### config.mk
export PLATFORM = sky130hd
export DESIGN_NAME = loop_mem_ctrl
export DESIGN_NICKNAME = d
export VERILOG_FILES = /design/src/rtl/loop_mem_ctrl.sv
export SDC_FILE = /design/constraint.sdc
export NUM_CORES = 1
export LEC_CHECK = 0
export CAP_MARGIN = 15
export CORE_ASPECT_RATIO = 0.6
export CORE_MARGIN = 10
export CORE_UTILIZATION = 40
export DETAILED_ROUTE_END_ITERATION = 7
export GPL_ROUTABILITY_DRIVEN = 0
export PLACE_DENSITY_LB_ADDON = 0.15
export SYNTH_ARGS = -nofsm -noshare
export SYNTH_HDL_FRONTEND = slang
export SYNTH_SLANG_ARGS = --single-unit
### constraint.sdc
create_clock -name clk -period 3.2 [get_ports clk]
set_clock_uncertainty 0.15 [all_clocks]
set_input_delay 0.64 -clock clk [delete_from_list [all_inputs] [get_ports clk]]
set_output_delay 0.64 -clock clk [all_outputs]
set_load 0.005 [all_outputs]
### src/rtl/loop_mem_ctrl.sv
// loop_mem_ctrl: sequences the looper sample RAM for record and cyclic playback.
// Records one sample per sample_tick and keeps the loop length. Plays the loop back
// cyclically, one sample per tick, and pulses loop_wrap when playback returns to address 0.
// Optional build macro OVERDUB_EN: during playback with overdub=1, the returning sample is
// summed with the microphone sample (saturating) and written back to the same address.
//
// state   | meaning
// --------+-----------------------------------------------------------
// ST_IDLE | no RAM traffic; loop_len and mem_addr hold
// ST_REC  | write mic_sample per tick until the buffer is full
// ST_PLAY | read one loop sample per tick, wrapping at loop_len
module loop_mem_ctrl #(
   parameter int ADDR_W = 14,
   parameter int DATA_W = 8
) (
   input  logic              clk,
   input  logic              rst,
   input  logic              rec_en,
   input  logic              play_en,
   input  logic              sample_tick,
   input  logic [DATA_W-1:0] mic_sample,
   input  logic              overdub,
   output logic [ADDR_W-1:0] mem_addr,
   output logic              mem_we,
   output logic [DATA_W-1:0] mem_wdata,
   input  logic [DATA_W-1:0] mem_rdata,
   output logic [DATA_W-1:0] play_sample,
   output logic              play_valid,
   output logic [ADDR_W:0]   loop_len,
   output logic              rec_full,
   output logic              loop_wrap
);

   typedef enum logic [1:0] {ST_IDLE, ST_REC, ST_PLAY} state_t;

   state_t            state_q, state_d;
   logic [ADDR_W-1:0] wr_ptr_q, rd_ptr_q, addr_q;
   logic [ADDR_W:0]   len_q;
   logic              rd_pend_q, wrap_pend_q;
   logic [DATA_W-1:0] play_q;
   logic              tick, rec_wr, play_rd, rd_ret, rd_last;

   // Ticks arriving while reset is held are dropped, and a read returning
   // during reset never reaches the outputs.
   assign tick     = sample_tick & ~rst;
   assign rec_full = len_q[ADDR_W];
   assign loop_len = len_q;
   assign rec_wr   = (state_q == ST_REC) & tick & ~rec_full;
   assign play_rd  = (state_q == ST_PLAY) & tick & (len_q != '0);
   assign rd_ret   = rd_pend_q & (state_q == ST_PLAY) & ~rst;
   assign rd_last  = ({1'b0, rd_ptr_q} == (len_q - 1'b1));

`ifdef OVERDUB_EN
   logic [DATA_W-1:0] mic_q;
   logic [DATA_W:0]   od_sum;
   assign od_sum = {1'b0, mem_rdata} + {1'b0, mic_q};
`else
   logic unused_overdub;
   assign unused_overdub = overdub;
`endif

   // State register and the sequencing counters/pointers
   always_ff @(posedge clk) begin
      if (rst) begin
         state_q     <= ST_IDLE;
         wr_ptr_q    <= '0;
         rd_ptr_q    <= '0;
         addr_q      <= '0;
         len_q       <= '0;
         rd_pend_q   <= 1'b0;
         wrap_pend_q <= 1'b0;
         play_q      <= '0;
`ifdef OVERDUB_EN
         mic_q       <= '0;
`endif
      end else begin
         state_q     <= state_d;
         rd_pend_q   <= play_rd;
         wrap_pend_q <= play_rd & rd_last;
         if (rec_wr)
            addr_q <= wr_ptr_q;
         else if (play_rd)
            addr_q <= rd_ptr_q;
         if (state_q != ST_PLAY)
            play_q <= '0;
         else if (rd_ret)
            play_q <= mem_rdata;
         // a new take always starts from an empty buffer
         if (state_d == ST_REC && state_q != ST_REC) begin
            wr_ptr_q <= '0;
            len_q    <= '0;
         end else if (rec_wr) begin
            wr_ptr_q <= wr_ptr_q + 1'b1;
            len_q    <= len_q + 1'b1;
         end
         if (state_d == ST_PLAY && state_q != ST_PLAY)
            rd_ptr_q <= '0;
         else if (play_rd)
            rd_ptr_q <= rd_last ? '0 : rd_ptr_q + 1'b1;
`ifdef OVERDUB_EN
         if (play_rd)
            mic_q <= mic_sample;
`endif
      end
   end

   // Next-state mode select (record wins) and RAM/playback outputs
   always_comb begin
      state_d     = ST_IDLE;
      mem_addr    = addr_q;
      mem_we      = 1'b0;
      mem_wdata   = '0;
      play_valid  = rd_ret;
      loop_wrap   = rd_ret & wrap_pend_q;
      play_sample = '0;
      if (rec_en)
         state_d = ST_REC;
      else if (play_en)
         state_d = ST_PLAY;
      if (state_q == ST_PLAY)
         play_sample = rd_ret ? mem_rdata : play_q;
      if (rec_wr) begin
         mem_addr  = wr_ptr_q;
         mem_we    = 1'b1;
         mem_wdata = mic_sample;
      end else if (play_rd) begin
         mem_addr = rd_ptr_q;
      end
`ifdef OVERDUB_EN
      else if (rd_ret && overdub) begin
         mem_we    = 1'b1;
         mem_wdata = od_sum[DATA_W] ? '1 : od_sum[DATA_W-1:0];
      end
`endif
   end

endmodule

==> results.rst, run 1 <==
.. list-table::
   :header-rows: 1

   * - Metric
     - Value
   * - Number of antenna repair diodes
     - 0
   * - Clock Path Buffers
     - 2
   * - Cell Rows
     - 27
   * - Worst Max-Slew Pin Slew
     - 677 ps
   * - Remaining Overflow, GRT
     - 0
   * - Post-synth top area share
     - around 35%
   * - Count of cells along the worst register-to-register path
     - 10
   * - Count of vias placed by the detailed router
     - between 3000 and 4000
   * - Number of antenna violations at the first check in global routing
     - 0
   * - Required @ worst endpoint
     - 2410 ps
   * - Status
     - finished, final reports clean
   * - Pleak
     - 2.14 nW
   * - Async set-reset flop share out of synthesis
     - 0%
   * - Synth area leaders
     - dfxtp_1 35%, xnor2_1 7.6%, nand2_1 4.9%
   * - Width of the die
     - roughly 150 microns
   * - Root buf cell
     - clkbuf_16
   * - Cell Count, Final, Fillers Out
     - 693
   * - Top-count cell post-synth
     - dfxtp_1
   * - # Max-Cap Violations
     - 0
   * - Crit-path max FO
     - 15
   * - Part of the total power dissipated in combinational logic
     - 4.2%
   * - Buffers & Inverters on Critical Path
     - 4
   * - Router iterations before antenna repair
     - 4
   * - List of most frequent post-synthesis cells
     - 69 x dfxtp_1, 51 x nand2_1, 39 x nor2_1
   * - Main flop type after synthesis
     - dfxtp_1
   * - Count of unique library cells instantiated by Yosys
     - 52
   * - Kind of launch point of the worst setup path
     - primary input
   * - DIE AREA
     - between 10000 and 15000 sq um
   * - Switching share of power
     - just under 20%
   * - Pin count of the biggest net entering global routing
     - 30
   * - Critical path cell sequence
     - clkdlybuf4s50_1, and4bb_2, nand2b_1, clkinv_2, bufbuf_16, nand2_1, o21ai_1, clkdlybuf4s15_1
   * - Fin crit share
     - 97.1%
   * - Peak per-stage delay on the critical path
     - 490 ps
   * - H-tree depth reported by CTS
     - 3
   * - Worst hold path class
     - reg2reg
   * - CTS tree
     - done
   * - Max Clk Rate
     - 0.322 GHz
   * - Number of enable-type register cells in the synthesized netlist
     - 0
   * - Total wire length after detailed routing
     - 11300 microns
   * - Global-route wire length before repair
     - 18400 microns
   * - Sequential group share of total power
     - 40.8%
   * - Number of endpoints with negative hold slack in the final report
     - 0
   * - Number of instances in the synthesized netlist
     - 476
   * - Register clock-pin slew on the reported worst setup and hold paths
     - 50 ps
   * - Top Family by Delay on Critical Path
     - buffers and inverters
   * - Number of DRC markers in iteration 0
     - 239
   * - Overall power after layout
     - 0.00212 W
   * - Total instance count after detailed placement
     - 673
   * - Synthesized net count
     - 503
   * - Setup repair after global routing missed its margin
     - yes
   * - Filler Cells Inserted
     - 857
   * - Area of the mapped netlist
     - ~4000 sq um
   * - Synthesized area per cell
     - 8.20 sq um
   * - Max-slew violation count
     - 0
   * - DP Area
     - just under 5000 sq um
   * - Fraction of layout instances using a drive strength above 1
     - 17.2%
   * - Hold path depth
     - 2
   * - Net Switching
     - 0.000411 W
   * - Number of buffers added by the clock tree synthesis step
     - 9
   * - Clock latency on the worst-skew pair
     - 330 ps
   * - Die boundary height
     - 96.5 microns
   * - Shortest period the worst path allows
     - 3110 ps
   * - Endpoint class of the critical path
     - primary output
   * - Post-detailed-route via-to-cell ratio
     - between 5 and 6
   * - Cell depth of the worst setup path
     - 8
   * - Worst max-slew margin expressed relative to the limit
     - 54.5%
   * - Count of unresolved DRC violations after routing
     - 0
   * - Leading area contributor after synthesis
     - dfxtp_1
   * - Post-detailed-route count of antenna-violating nets
     - 0
   * - Power per cell area
     - 391 nW/um^2
   * - Fin Setup TNS
     - 0 ps
   * - I/O Pins
     - 71
   * - Slowest cell on the critical path
     - clkdlybuf4s50_1
   * - Core footprint
     - about 9300 sq um
   * - Non-Filler Cell Area, Final
     - roughly 5400 sq um
   * - Post-synthesis sequential area ratio
     - 35.4%
   * - Final-report setup violation count
     - 0
   * - Area used by multi-input combinational logic
     - 2420 sq um
   * - Number of global-route vias before repair
     - 3437
   * - Critical path class
     - in2out
   * - Synth warnings
     - 0
   * - Clock power frac
     - 55.0%
   * - Final routed wire length divided by cell count
     - ~16 microns
   * - Starting density of the core
     - 41.8%
   * - Layout overhead on the synthesized area
     - 38.8%
   * - Worst path arrival time
     - 2320 ps
   * - Internal portion of total power
     - 0.00170 W
   * - IR drop worst, VDD
     - just over 0.3 mV
   * - Sequential Area
     - 1380 sq um
   * - Count of nets after finishing
     - 586
   * - Detail Placement HPWL
     - 8180 microns
   * - Count of input and output buffers
     - 69
   * - Number of storage elements in the synthesis netlist
     - 69
   * - GR Util All Layers
     - between 10% and 20%
   * - CTS Sinks
     - 69
[layer usage]
metal / up-vias / GRT usage [%] / share of wire, %
met5: - / 0 / 0
met1: 1660 / 22.2 / 51
met2: 95 / 23.5 / 41
met3: 10 / 5.38 / 7.5
met4: 0 / 4.52 / 0.87
li1: 1779 / - / -
[power by group through the flow]
stage | Sequential (W) | Clock [W] | Combinational (W)
after floorplan | 0.000881 | 0 | 0.0000356
after CTS | 0.000863 | 0.00119 | 0.0000883
after global routing | 0.000863 | 0.00123 | 0.0000966
final | 0.000863 | 0.00116 | 0.0000886
after detailed placement | 0.000882 | 0 | 0.0000836
after global placement | 0.000882 | 0 | 0.0000824
[timing repair]
action                                  in CTS  in global routing
endpoints found under the setup margin      25                 15
setup buffers                                3                  0
pin swaps                                    3                  3
endpoints found under the hold margin        0                  0
resized for setup                           43                 25
cloned                                       1                  1
hold buffers                                 0                  0
[final cells by class]
class,count,share of cell area (%)
clock buffers,11,4.67
clock inverters,4,1.76
inverters,13,0.924
multi-input cells,356,44.6
flip-flops and latches,69,25.5
well taps,130,3.00
repair buffers,110,19.5
[through the flow]
step | worst slack (ps) | utilization (%) | hold slack (ps)
6_report | 94.1 | 58.1 | 341
5_1_grt | -23.8 | 58.1 | 366
4_1_cts | -121 | 56.9 | 345
3_5_place_dp | -244 | 52.4 | 338
3_3_place_gp | -267 | 52.4 | 329
2_1_floorplan | 508 | - | 312
[worst min-delay path, stage by stage, from the launching register on]
cell and delay, ps:
dfxtp_1 330, nand2_1 60, a21oi_1 50
[layout by cell type, fill, tap and decap left out, types with 4 or more instances in the layout]
master           netlist  routed
xor2_1                17      17
nand4_1               10      10
nor2_1                39      39
buf_4                  1      36
clkdlybuf4s50_1        0      45
dfxtp_1               69      68
ha_1                   5       4
o21ai_2                0       5
mux2i_1               15      11
and2_1                12      12
nor2b_1               29      28
dlygate4sd2_1          0      18
clkbuf_16              0      10
xnor2_1               34      34
and3_1                 4       4
mux2i_4                0       4
o21ai_1                0       8
nor3_1                15      15
nand2_1               51      51
inv_1                 12      10
nor3_2                11      11
o21ai_0               27      14
clkdlybuf4s15_1        0       4
nand2b_1               5       5
a21oi_1               12      11
or3_1                  6       6
nand3_1               18      18
[path summary, 6_finish.rpt]
kind	start	end	slack (ps)
worst max register to register	loop_len[0]	rd_ptr_q[13]	350
worst min register to register	wr_ptr_q[1]	wr_ptr_q[1]	340
worst min-delay path	wr_ptr_q[1]	wr_ptr_q[1]	340
worst max-delay path	sample_tick	mem_addr[13]	90
[state kept, by name (all words and copies together) (netlist names)]
name	flops
play_q	8
addr_q	14
wrap_pend_q	1
rd_pend_q	1
wr_ptr_q	14
loop_len	15
rd_ptr_q	14
state_q	2
[cells by family after synthesis]
logic type      Yosys count  synth area share (%)
compound gates           60                  9.56
xor+xnor                 51                  11.4
fa+ha+maj                 5                  1.60
simple gates            225                  32.5
mux                      15                  3.85
buf+inv                  51                  5.68
flops                    69                  35.4
Note: power is estimated with default switching activity, not from simulation.
==> run 2: changes to the inputs <==
GPL_TIMING_DRIVEN = 0   (was default)
==> run 2 against run 1 <==
Net effect: maximum frequency fell by 0.38%; sequential share of layout area rose by 0.69 points; count of clock-buffer cells in the layout fell by 1; hold slack improved by 23 ps; routed wire length rose by 4.1%; first-iteration DRC count rose by 9.2%; global-route usage rose by 0.52 points; critical endpoint is now mem_addr[12].
==> results.rst, run 2 (synthesis results as in run 1) <==
.. list-table::
   :header-rows: 1

   * - Metric
     - Value
   * - Required @ worst endpoint
     - around 2400 ps
   * - Shortest period the worst path allows
     - around 3100 ps
   * - Fin crit share
     - 97.4%
   * - Setup repair after global routing missed its margin
     - yes
   * - Worst max-slew margin expressed relative to the limit
     - between 40% and 50%
   * - Hold path depth
     - 2
   * - Pin count of the biggest net entering global routing
     - 12
   * - CTS tree
     - done
   * - Detail Placement HPWL
     - ~8500 microns
   * - Fin Setup TNS
     - 0 ps
   * - DP Area
     - about 4800 sq um
   * - Max Clk Rate
     - 0.321 GHz
   * - Root buf cell
     - clkbuf_16
   * - Commonest cells after routing, fill and taps aside
     - 64 x dfxtp_1, 51 x nand2_1, 39 x nor2_1, 39 x clkdlybuf4s50_1, 34 x xnor2_1
   * - Part of the total power dissipated in combinational logic
     - 4.7%
   * - CTS Sinks
     - 69
   * - Clock Path Buffers
     - 2
   * - Internal portion of total power
     - 0.00144 W
   * - DIE AREA
     - 14200 sq um
   * - I/O Pins
     - 71
   * - Router iterations before antenna repair
     - 6
   * - Total wire length after detailed routing
     - 11800 microns
   * - Cell Rows
     - 27
   * - Critical path cell sequence
     - clkdlybuf4s50_1, nor2b_2, nand3_4, buf_6, buf_8, buf_4, mux2i_2, o21ai_1, buf_2
   * - Die boundary height
     - ~96 microns
   * - Number of antenna violations at the first check in global routing
     - 0
   * - Status
     - finished, final reports clean
   * - Register clock-pin slew on the reported worst setup and hold paths
     - 50 ps
   * - Worst hold path class
     - reg2reg
   * - Endpoint class of the critical path
     - primary output
   * - Smallest setup slack after layout
     - just over 80 ps
   * - Count of nets after finishing
     - 591
   * - Number of buffers added by the clock tree synthesis step
     - 9
   * - Max-slew violation count
     - 0
   * - Starting density of the core
     - 41.8%
   * - Slowest cell on the critical path
     - clkdlybuf4s50_1
   * - H-tree depth reported by CTS
     - 3
   * - Net Switching
     - 0.000430 W
   * - Launching point of the worst reg2reg path
     - loop_len[4]
   * - Total instance count after detailed placement
     - 675
   * - Number of DRC markers in iteration 0
     - 261
   * - # Max-Cap Violations
     - 0
   * - Number of flip-flops under the largest register name
     - 15
   * - GR Util All Layers
     - 16.7%
   * - Power per cell area
     - between 300 and 400 nW/um^2
   * - Area used by multi-input combinational logic
     - 2420 sq um
   * - Non-Filler Cell Area, Final
     - 5310 sq um
   * - Buffers & Inverters on Critical Path
     - 5
   * - Worst path arrival time
     - ~2300 ps
   * - Most frequent standard cell in the layout excluding fill and tap cells
     - dfxtp_1
   * - Post-Place Setup Slack
     - -992 ps
   * - Sequential Area
     - 1390 sq um
   * - Sequential group share of total power
     - between 40% and 50%
   * - Number of antenna repair diodes
     - 0
   * - Width of the die
     - 147 microns
   * - Number of global-route vias before repair
     - 3540
   * - Clock power frac
     - 49.1%
   * - Top Family by Delay on Critical Path
     - buffers and inverters
   * - Layout overhead on the synthesized area
     - 36.1%
   * - Post-detailed-route count of antenna-violating nets
     - 0
   * - Count of unresolved DRC violations after routing
     - 0
   * - Count of cells along the worst register-to-register path
     - 7
   * - Endpoint of the most critical register-to-register path
     - rd_ptr_q[12]
   * - Remaining Overflow, GRT
     - 0
   * - Count of input and output buffers
     - roughly 70
   * - Clock latency on the worst-skew pair
     - 340 ps
   * - Pleak
     - 2.13 nW
   * - Critical path class
     - in2out
   * - Worst setup slack for register-to-register paths
     - 280 ps
   * - Worst Max-Slew Pin Slew
     - 745 ps
   * - Post-detailed-route via-to-cell ratio
     - about 5.3
   * - Number of endpoints with negative hold slack in the final report
     - 0
   * - HP Start
     - wr_ptr_q[6]
   * - Crit-path max FO
     - 5
   * - Peak per-stage delay on the critical path
     - 490 ps
   * - Final routed wire length divided by cell count
     - about 17 microns
   * - Cell Count, Final, Fillers Out
     - 698
   * - Filler Cells Inserted
     - 860
   * - Final-report setup violation count
     - 0
   * - Core footprint
     - 9320 sq um
   * - Fraction of layout instances using a drive strength above 1
     - 16.2%
   * - IR drop worst, VDD
     - 0.278 mV
   * - Kind of launch point of the worst setup path
     - primary input
   * - Count of vias placed by the detailed router
     - 3708
   * - Switching share of power
     - a little under a quarter
   * - Global-route wire length before repair
     - 18800 microns
   * - Hold Path Sink
     - wr_ptr_q[6]
## run 2: worst max path at each step
stage / slack (ps) / cells after the start / from / to
floorplan: 510 / 10 / loop_len[0] / rd_ptr_q[10]
global placement: -870 / 7 / rst / play_sample[0]
detailed placement: -990 / 7 / rst / play_sample[0]
CTS: 10 / 7 / sample_tick / mem_wdata[3]
global route: -20 / 9 / sample_tick / mem_addr[12]
finish: 80 / 9 / sample_tick / mem_addr[12]
## run 2: cell type report
class                           instances  area share, %
Multi-Input combinational cell        356           45.5
Inverter                               13           1.15
Timing Repair Buffer                   83           14.6
Tap cell                              130           3.06
Clock inverter                          5          0.518
Buffer                                 32           4.43
Clock buffer                           10           4.50
Sequential cell                        69           26.2
## run 2: timing repair
item	in CTS	in global routing
cloned	1	0
gates resized for setup	90	37
buffers inserted	7	6
pin swaps	10	6
hold buffers	0	0
endpoints found under the setup margin	33	20
## run 2: stage by stage
step | hold slack (ps) | utilization (%) | total power [W]
after floorplan | 312 | - | 0.000917
after global placement | 332 | 51.0 | 0.000962
after detailed placement | 352 | 51.0 | 0.000962
after CTS | 363 | 56.0 | 0.00189
after global routing | 381 | 57.0 | 0.00193
final | 364 | 57.0 | 0.00187
## run 2: power groups by stage
stage | registers, W | clock network (W) | logic (W)
5_1_grt | 0.000861 | 0.000970 | 0.0000956
3_5_place_dp | 0.000882 | 0 | 0.0000806
3_3_place_gp | 0.000882 | 0 | 0.0000802
4_1_cts | 0.000862 | 0.000937 | 0.0000869
6_report | 0.000862 | 0.000917 | 0.0000884
2_1_floorplan | 0.000881 | 0 | 0.0000356
## run 2: tightest hold or removal path, delay by kind of cell, from the launching register on
kind	cells	cell delay (ps)
compound gates	2	140
flops	1	330
## run 2: routing by layer
metal	up-vias	global-route usage (%)	wire, microns
met5	-	0	0
met4	0	5.09	116
met3	11	5.75	996
met2	151	24.1	4800
met1	1750	22.8	5900
li1	1796	-	-
